$ cat src/rtl/mc_control_fsm.sv
// Multi-cycle MIPS main controller: sequences fetch/decode/execute/memory/writeback
// and drives every datapath enable plus the ALU function code.
module mc_control_fsm (
    input  logic       clk,
    input  logic       rst,
    input  logic [5:0] opcode,
    input  logic [5:0] funct,
    input  logic       zero,
    input  logic       mem_ready,
    output logic       mem_read,
    output logic       mem_write,
    output logic       iord,
    output logic       ir_write,
    output logic       pc_write,
    output logic [1:0] pc_src,
    output logic       reg_write,
    output logic       reg_dst,
    output logic       mem_to_reg,
    output logic       alu_src_a,
    output logic [1:0] alu_src_b,
    output logic       ext_zero,
    output logic [3:0] ALUop,
    output logic [5:0] calCode,
    output logic [3:0] state_o,
    output logic       illegal
);

    typedef enum logic [3:0] {
        S_RESET    = 4'd0,
        S_FETCH    = 4'd1,
        S_DECODE   = 4'd2,
        S_MEM_ADDR = 4'd3,
        S_MEM_RD   = 4'd4,
        S_MEM_WB   = 4'd5,
        S_MEM_WR   = 4'd6,
        S_EXEC     = 4'd7,
        S_R_WB     = 4'd8,
        S_BRANCH   = 4'd9,
        S_JUMP     = 4'd10,
        S_IMM_EXEC = 4'd11,
        S_IMM_WB   = 4'd12
    } state_t;

    localparam logic [5:0] OP_RTYPE = 6'b000000;
    localparam logic [5:0] OP_LW    = 6'b100011;
    localparam logic [5:0] OP_SW    = 6'b101011;
    localparam logic [5:0] OP_BEQ   = 6'b000100;
    localparam logic [5:0] OP_ADDIU = 6'b001001;
    localparam logic [5:0] OP_ORI   = 6'b001101;
    localparam logic [5:0] OP_J     = 6'b000010;

    localparam logic [5:0] CC_ADD = 6'b100000;
    localparam logic [5:0] CC_SUB = 6'b100010;
    localparam logic [5:0] CC_OR  = 6'b100101;

    state_t state, state_nx;

    always_ff @(posedge clk or posedge rst) begin
        if (rst) state <= S_RESET;
        else     state <= state_nx;
    end

    always_comb begin
        state_nx   = S_FETCH;
        mem_read   = 1'b0;
        mem_write  = 1'b0;
        iord       = 1'b0;
        ir_write   = 1'b0;
        pc_write   = 1'b0;
        pc_src     = 2'b00;
        reg_write  = 1'b0;
        reg_dst    = 1'b0;
        mem_to_reg = 1'b0;
        alu_src_a  = 1'b0;
        alu_src_b  = 2'b00;
        ext_zero   = 1'b0;
        ALUop      = 4'b0000;
        calCode    = 6'b000000;
        illegal    = 1'b0;

        case (state)
            S_RESET: state_nx = S_FETCH;
            S_FETCH: begin
                // PC+4 is computed alongside the read so PC and IR load together
                mem_read  = 1'b1;
                alu_src_b = 2'b01;
                calCode   = CC_ADD;
                if (mem_ready) begin
                    ir_write = 1'b1;
                    pc_write = 1'b1;
                    state_nx = S_DECODE;
                end else begin
                    state_nx = S_FETCH;
                end
            end
            S_DECODE: begin
                alu_src_b = 2'b11;
                calCode   = CC_ADD;
                case (opcode)
                    OP_RTYPE:        state_nx = S_EXEC;
                    OP_LW, OP_SW:    state_nx = S_MEM_ADDR;
                    OP_BEQ:          state_nx = S_BRANCH;
                    OP_ADDIU, OP_ORI: state_nx = S_IMM_EXEC;
                    OP_J:            state_nx = S_JUMP;
                    default: begin
                        illegal  = 1'b1;
                        state_nx = S_FETCH;
                    end
                endcase
            end
            S_MEM_ADDR: begin
                alu_src_a = 1'b1;
                alu_src_b = 2'b10;
                calCode   = CC_ADD;
                state_nx  = (opcode == OP_LW) ? S_MEM_RD : S_MEM_WR;
            end
            S_MEM_RD: begin
                mem_read = 1'b1;
                iord     = 1'b1;
                state_nx = mem_ready ? S_MEM_WB : S_MEM_RD;
            end
            S_MEM_WB: begin
                reg_write  = 1'b1;
                mem_to_reg = 1'b1;
            end
            S_MEM_WR: begin
                mem_write = 1'b1;
                iord      = 1'b1;
                state_nx  = mem_ready ? S_FETCH : S_MEM_WR;
            end
            S_EXEC: begin
                alu_src_a = 1'b1;
                calCode   = funct;
                state_nx  = S_R_WB;
            end
            S_R_WB: begin
                reg_write = 1'b1;
                reg_dst   = 1'b1;
            end
            S_BRANCH: begin
                alu_src_a = 1'b1;
                calCode   = CC_SUB;
                pc_src    = 2'b01;
                pc_write  = zero;
            end
            S_JUMP: begin
                pc_write = 1'b1;
                pc_src   = 2'b10;
            end
            S_IMM_EXEC: begin
                alu_src_a = 1'b1;
                alu_src_b = 2'b10;
                if (opcode == OP_ORI) begin
                    calCode  = CC_OR;
                    ext_zero = 1'b1;
                end else begin
                    calCode  = CC_ADD;
                end
                state_nx = S_IMM_WB;
            end
            S_IMM_WB: reg_write = 1'b1;
            default:  state_nx = S_FETCH;
        endcase
    end

    assign state_o = state;

endmodule

$ cat config.mk
export PLATFORM = sky130hd
export DESIGN_NAME = mc_control_fsm
export DESIGN_NICKNAME = d
export VERILOG_FILES = /design/src/rtl/mc_control_fsm.sv
export SDC_FILE = /design/constraint.sdc
export NUM_CORES = 1
export LEC_CHECK = 0
export ABC_AREA = 1
export CAP_MARGIN = 0
export CORE_ASPECT_RATIO = 1.1
export CORE_MARGIN = 3
export CORE_UTILIZATION = 35
export DETAILED_ROUTE_END_ITERATION = 8
export HOLD_SLACK_MARGIN = 0.12
export PLACE_DENSITY = 0.83
export SLEW_MARGIN = 10
export SYNTH_ARGS = -nofsm -noshare
export SYNTH_HDL_FRONTEND = slang
export SYNTH_SLANG_ARGS = --single-unit
$ cat constraint.sdc
create_clock -name clk -period 1.82 [get_ports clk]
set_input_delay 0.182 -clock clk [delete_from_list [all_inputs] [get_ports clk]]
set_output_delay 0.182 -clock clk [all_outputs]
set_load 0.1 [all_outputs]
==> results.json, run 1 <==
{
  "outcome": "stopped before the end",
  "stop_stage": "5_1_grt",
  "error_message": "[ERROR DPL-0038] Utilization greater than 100%, impossible to legalize",
  "grt_max_degree": 7,
  "synth-seq-cells": 4,
  "dp_hpwl_um": 2206,
  "dieWidth_um": 45.13,
  "endpoint_type": "top-level output",
  "row_count": 14,
  "place_congestion": 0.8667,
  "crit_endpoint": "calCode[5]",
  "die_y_um": 49.04,
  "h-tree-depth": 1,
  "synth_cells": 107,
  "syn_area_per_cell_um2": 5.508,
  "root_buffer": "clkbuf_4",
  "cts_num_sinks": 4,
  "syn_area_um2": 589.3,
  "initial_core_util_pct": 40.05,
  "numCtsBuffers": 3,
  "io_buffers": 40,
  "post_cts_buffers": 0,
  "ys_types": 17,
  "ios": 45,
  "ctsLongestPathBuffers": 2,
  "synth.yosys.seq_area_share_pct": 16.99,
  "yosys_warnings": 0
}
-- synthesized netlist by cell type (all sizes together) --
library cell,number,area (um^2)
nor3,1,5.000
nand2,30,135.1
buf,4,30.03
nand4,2,12.51
o22ai,1,6.260
inv,20,75.07
o21ai,4,20.02
dfrtp,4,100.1
nand3b,3,22.52
nor2,26,122.6
nor4,1,6.260
conb,1,3.750
nand3,10,50.05
-- through the flow --
| step | area [um^2] | cells | worst slack, ns | setup TNS [ns] | hold slack, ns |
|---|---|---|---|---|---|
| 4_1_cts | 1380 | 166 | -0.01231 | -0.02211 | 0.1436 |
| 3_5_place_dp | 1348 | 163 | 0.04522 | 0 | 0.3906 |
| 2_1_floorplan | 749.5 | 110 | -0.6135 | -3.361 | -0.05182 |
| 3_3_place_gp | 1348 | 163 | 0.1303 | 0 | 0.3693 |
-- logic make-up after synthesis --
family	after synthesis	synth area share, %
buffers and inverters	24	17.83
and+or+nand+nor	73	60.08
DFF	4	16.99
other	1	0.6363
AOI/OAI and AO/OA	5	4.459
-- repair_timing --
action,in CTS
resized for setup,3
hold endpoints to repair,0
hold buffers,0
setup endpoints to repair,5
==> run 2: changes to the inputs <==
--- a/config.mk
+++ b/config.mk
@@ -7,12 +7,10 @@
 export LEC_CHECK = 0
 export ABC_AREA = 1
 export CAP_MARGIN = 0
-export CORE_ASPECT_RATIO = 1.1
-export CORE_MARGIN = 3
-export CORE_UTILIZATION = 35
+export CORE_AREA = 3 3 64 66
 export DETAILED_ROUTE_END_ITERATION = 8
-export HOLD_SLACK_MARGIN = 0.12
-export PLACE_DENSITY = 0.83
+export DIE_AREA = 0 0 67 69
+export PLACE_DENSITY_LB_ADDON = 0.15
 export SLEW_MARGIN = 10
 export SYNTH_ARGS = -nofsm -noshare
 export SYNTH_HDL_FRONTEND = slang
==> run 2 against run 1 <==
Area after synthesis unchanged; synthesized cell count unchanged; the flow now finishes without violations.
==> results.json, run 2 <==
{
  "synth_area_leader_cell": "nand2_1",
  "dieWidth_um": 67,
  "antenna_found_initial": 0,
  "initial_core_util_pct": 16.22,
  "syn_area_um2": 589.3,
  "post-route-min-period_ns": 1.754,
  "grt_first_pass_wirelength_um": 3270,
  "crit_buf_inv": 2,
  "slowest_stage": "dfrtp_4",
  "drc": 0,
  "final_area_mm2": 0.001515,
  "drt_wl_total_um": 2180,
  "synthArstFlopShare_pct": 100.0,
  "fin_nets": 173,
  "antenna_cells": 0,
  "ys_top_cells_by_area": "nand2_1 (17%), dfrtp_1 (17%), nor2_1 (14%)",
  "core_area_mm2": 0.003633,
  "largest_reg_flops": 4,
  "synth-edff-count": 0,
  "worstPathMaxFanout": 5,
  "grt_pass1_vias": 748,
  "antenna_left": 0,
  "die_y_um": 69,
  "final_core_util_pct": 41.70,
  "fmax_mhz": 570.3,
  "outcome": "completed",
  "dp_hpwl_um": 1973,
  "crit_chain": "nand2_2 -> nor2_4 -> buf_4 -> nor2_2 -> nand3_4 -> buf_12",
  "synthFlopType": "dfrtp_1",
  "synth-seq-cells": 4,
  "nFillCells": 388,
  "placedInstanceArea_mm2": 0.001408,
  "finalSetupViolCount": 0,
  "final_common_cell": "buf_12",
  "root_buffer": "clkbuf_8",
  "synth_cells": 107,
  "syn_to_final_growth_pct": 157.1,
  "cts_num_sinks": 4,
  "grt.total_usage_pct": 8.996,
  "max_cap_viol_count": 0,
  "rsz0062_at_grt": "yes",
  "ys_types": 17,
  "slowest_delay_ns": 0.50,
  "critPathLaunchType": "flop",
  "r2r_setup_slack_ns": 0.48,
  "reg2reg_depth": 8,
  "worstSetupPathType": "flop to output pin",
  "vias": 802,
  "yosysMostFrequentCell": "nand2_1",
  "grt_overflow": 0,
  "post-route-period-util_pct": 96.35,
  "yosys_warnings": 0,
  "ctsLongestPathBuffers": 2,
  "io_buffers": 40,
  "layout-drive-gt1-share_pct": 49.03,
  "hold_viol": 0,
  "place_congestion": 0.7544,
  "dp.cells": 196,
  "row_count": 22,
  "crit_family": "simple AND/OR/NAND/NOR gates",
  "clk_latency_ns": 0.21,
  "die_area_mm2": 0.004623,
  "drtIter0Drc": 20,
  "reg2reg_from": "state_o[0]",
  "layout_common_cells": "buf_12 (22), nand2_1 (21), clkdlybuf4s50_1 (15)",
  "hold-worst-slack_ns": 0.1522,
  "cts_tree": "yes",
  "arrival_ns": 1.57,
  "clock_skew_ns": 0.002955,
  "h-tree-depth": 1,
  "dr.pass1.iters": 4,
  "numCtsBuffers": 3,
  "timing.rr.end": "state_o[1]",
  "synth_top_area_share_pct": 17.20,
  "required_ns": 1.64,
  "hold_class": "input port to asynchronous set/reset pin",
  "ios": 45,
  "synth_commonest_cells": "nand2_1 (27), nor2_1 (22), inv_1 (19)",
  "synth.yosys.seq_area_share_pct": 16.99,
  "finalMaxSlewViolations": 0,
  "finalNonFillerCells": 203,
  "clk_pin_slew_ns": 0.03,
  "cp-end-kind": "output pin",
  "syn_area_per_cell_um2": 5.508,
  "via_per_inst": 3.951,
  "wl_per_cell_um": 10.74,
  "grt_max_degree": 7
}
## run 2: worst max path at each step
stage	from	end	slack (ns)	cells past startpoint
2_1_floorplan	state_o[0]	pc_write	-0.61	4
3_3_place_gp	opcode[5]	ext_zero	0.11	5
3_5_place_dp	opcode[0]	calCode[0]	0.09	7
4_1_cts	state_o[0]	calCode[5]	0.004	7
5_1_grt	state_o[0]	calCode[5]	-0.01	6
6_report	state_o[0]	calCode[5]	0.07	6
## run 2: repair_timing
| action | in CTS | in global routing |
|---|---|---|
| pin swaps | 0 | 4 |
| gates resized for setup | 2 | 10 |
| endpoints found under the setup margin | 6 | 9 |
| hold buffers | 0 | 0 |
| setup buffers | 0 | 4 |
## run 2: routing by layer
layer | GRT usage, % | up-vias | part of all wire (%)
li1 | - | 422 | -
met1 | 9.961 | 355 | 39
met3 | 2.280 | 0 | 5.5
met5 | 0 | - | 0
met4 | 1.351 | 0 | 0
met2 | 16.92 | 25 | 55
## run 2: per-stage QoR
stage           TNS, ns  setup WS, ns
2_1_floorplan    -3.361       -0.6135
3_3_place_gp          0        0.1068
3_5_place_dp          0       0.08588
4_1_cts               0      0.003715
5_1_grt        -0.01253      -0.01171
6_report              0       0.06648
## run 2: kinds of logic after synthesis
kind of cell           share of synthesized area (%)
AND/OR/NAND/NOR                                60.08
AO/OA/AOI/OAI                                  4.459
buffers and inverters                          17.83
other                                         0.6363
flip-flops                                     16.99
## run 2: layout make-up
type | instances | area [um^2] | share of cell area, %
multi-input cells | 82 | 551.8 | 36.42
flip-flops and latches | 4 | 115.1 | 7.597
inverters | 20 | 88.84 | 5.863
clock buffers | 3 | 41.29 | 2.725
repair buffers | 46 | 658.1 | 43.44
well taps | 48 | 60.06 | 3.964
Power of run 2 is not shown: default switching activity piles up to over one toggle a cycle in this logic, so the estimate is an artifact.
==> run 3: changes to the inputs <==
==> constraint.sdc (replaced) <==
create_clock -name clk -period 1.5 [get_ports clk]
set_input_delay 0.15 -clock clk [delete_from_list [all_inputs] [get_ports clk]]
set_output_delay 0.15 -clock clk [all_outputs]
set_load 0.1 [all_outputs]
==> run 3 against run 2 <==
The run now ends with setup timing left; first-iteration DRC count is 10% higher; global-route usage is 3.3 points higher; clock skew hardly changed; via count is 19% higher; die area stayed put; hold slack worse by 0.041 ns; wire length is 26% higher; critical path type unchanged; critical endpoint is now alu_src_b[1]; highest routed layer is now met4.
==> results.json, run 3 (synthesis gave the netlist of run 2 again) <==
{
  "outcome": "complete, but fails checks",
  "failed_checks": "setup timing",
  "via_per_inst": 4.094,
  "rsz0062_at_grt": "yes",
  "antenna_left": 0,
  "fin_nets": 203,
  "io_buffers": 40,
  "grt_first_pass_wirelength_um": 4409,
  "hold_class": "input port to asynchronous set/reset pin",
  "timing.rr.end": "state_o[0]",
  "initial_core_util_pct": 16.22,
  "cts_tree": "yes",
  "post-route-period-util_pct": 109.9,
  "reg2reg_depth": 7,
  "dieWidth_um": 67,
  "fmax_mhz": 606.6,
  "vias": 954,
  "dp_hpwl_um": 2045,
  "grt-busiest-layer": "met2",
  "r2r_setup_slack_ns": 0.07,
  "reg2reg_from": "state_o[2]",
  "post-route-min-period_ns": 1.649,
  "antenna_found_initial": 0,
  "worstPathMaxFanout": 3,
  "layout_common_cells": "buf_12 (25), buf_4 (22), nor2_4 (15)",
  "numCtsBuffers": 3,
  "arrival_ns": 1.50,
  "h-tree-depth": 1,
  "grt_max_degree": 7,
  "setup_slack_ns": -0.1485,
  "die_y_um": 69,
  "cts_num_sinks": 4,
  "cp-end-kind": "output pin",
  "syn_to_final_growth_pct": 232.1,
  "layout-drive-gt1-share_pct": 65.41,
  "cts-hold-fix-buffers": 0,
  "wl_per_cell_um": 11.80,
  "grt_overflow": 0,
  "final_common_cell": "buf_12",
  "clock_skew_ns": 0.003211,
  "grt_use_met2_pct": 21.07,
  "drt_wl_total_um": 2750,
  "row_count": 22,
  "hold_viol": 0,
  "grtUsageMet3_pct": 1.629,
  "drc": 0,
  "place_congestion": 0.8639,
  "finalMaxSlewViolations": 0,
  "worstSetupPathType": "flop to output pin",
  "max_cap_viol_count": 0,
  "clk_latency_ns": 0.22,
  "grt_pass1_vias": 991,
  "grt.total_usage_pct": 12.29,
  "finalSetupViolCount": 19,
  "root_buffer": "clkbuf_8",
  "antenna_cells": 0,
  "grt_use_met1_pct": 14.10,
  "nFillCells": 315,
  "die_area_mm2": 0.004623,
  "cp-startpoint": "state_o[2]",
  "dr.pass1.iters": 4,
  "critPathLaunchType": "flop",
  "fin_tns_setup_ns": -1.859,
  "clk_pin_slew_ns": 0.03,
  "ctsLongestPathBuffers": 2,
  "drtIter0Drc": 22,
  "ios": 45,
  "required_ns": 1.35,
  "largest_reg_flops": 4,
  "core_area_mm2": 0.003633
}
## run 3: repair_timing
| item | 4_1_cts | 5_1_grt |
|---|---|---|
| resized for setup | 49 | 7 |
| endpoints found under the setup margin | 20 | 22 |
| endpoints found under the hold margin | 0 | 0 |
| pin swaps | 16 | 12 |
| buffers inserted | 11 | 5 |
## run 3: area by class of cell
type / count / area [um^2] / area share [%]
sequential: 4 / 115.1 / 5.882
multi-input combinational: 82 / 680.7 / 34.78
clock buffer: 3 / 41.29 / 2.110
tap: 48 / 60.06 / 3.069
timing repair buffer: 76 / 968.4 / 49.49
inverter: 20 / 91.34 / 4.668
## run 3: metal layers
metal | part of all wire (%) | routed length [um] | up-vias
li1 | - | - | 476
met1 | 38 | 1056 | 431
met2 | 53 | 1447 | 39
met3 | 6.3 | 172 | 8
met4 | 2.7 | 74 | 0
met5 | 0 | 0 | -
## run 3: worst max-delay path, cell delays in order, from the launching register on
cell and delay, ns:
dfrtp_4 0.48, inv_4 0.08, buf_6 0.09, nand2_4 0.07, nor2_4 0.12, inv_2 0.06
buf_6 0.13, nand2_4 0.07, buf_12 0.16
## run 3: stage by stage
| step | hold WS (ns) | util, % | worst slack (ns) | std cells | cell area (um^2) |
|---|---|---|---|---|---|
| after floorplan | -0.08382 | - | -0.9015 | 110 | 784.5 |
| after global placement | 0.3428 | 44.46 | -0.1270 | 214 | 1615 |
| after detailed placement | 0.3429 | 44.46 | -0.1828 | 214 | 1615 |
| after CTS | 0.1131 | 52.17 | -0.1645 | 228 | 1896 |
| after global routing | 0.1368 | 53.86 | -0.2042 | 233 | 1957 |
| final | 0.1115 | 53.86 | -0.1485 | 233 | 1957 |
## run 3: worst max path at each step
| stage | endpoint | slack (ns) | depth (start not counted) |
|---|---|---|---|
| 4_1_cts | calCode[2] | -0.16 | 6 |
| 5_1_grt | pc_write | -0.20 | 6 |
| 2_1_floorplan | pc_write | -0.90 | 4 |
| 3_3_place_gp | ext_zero | -0.13 | 5 |
| 6_report | alu_src_b[1] | -0.15 | 8 |
| 3_5_place_dp | ext_zero | -0.18 | 5 |
Power of run 3 is left out for the same reason.
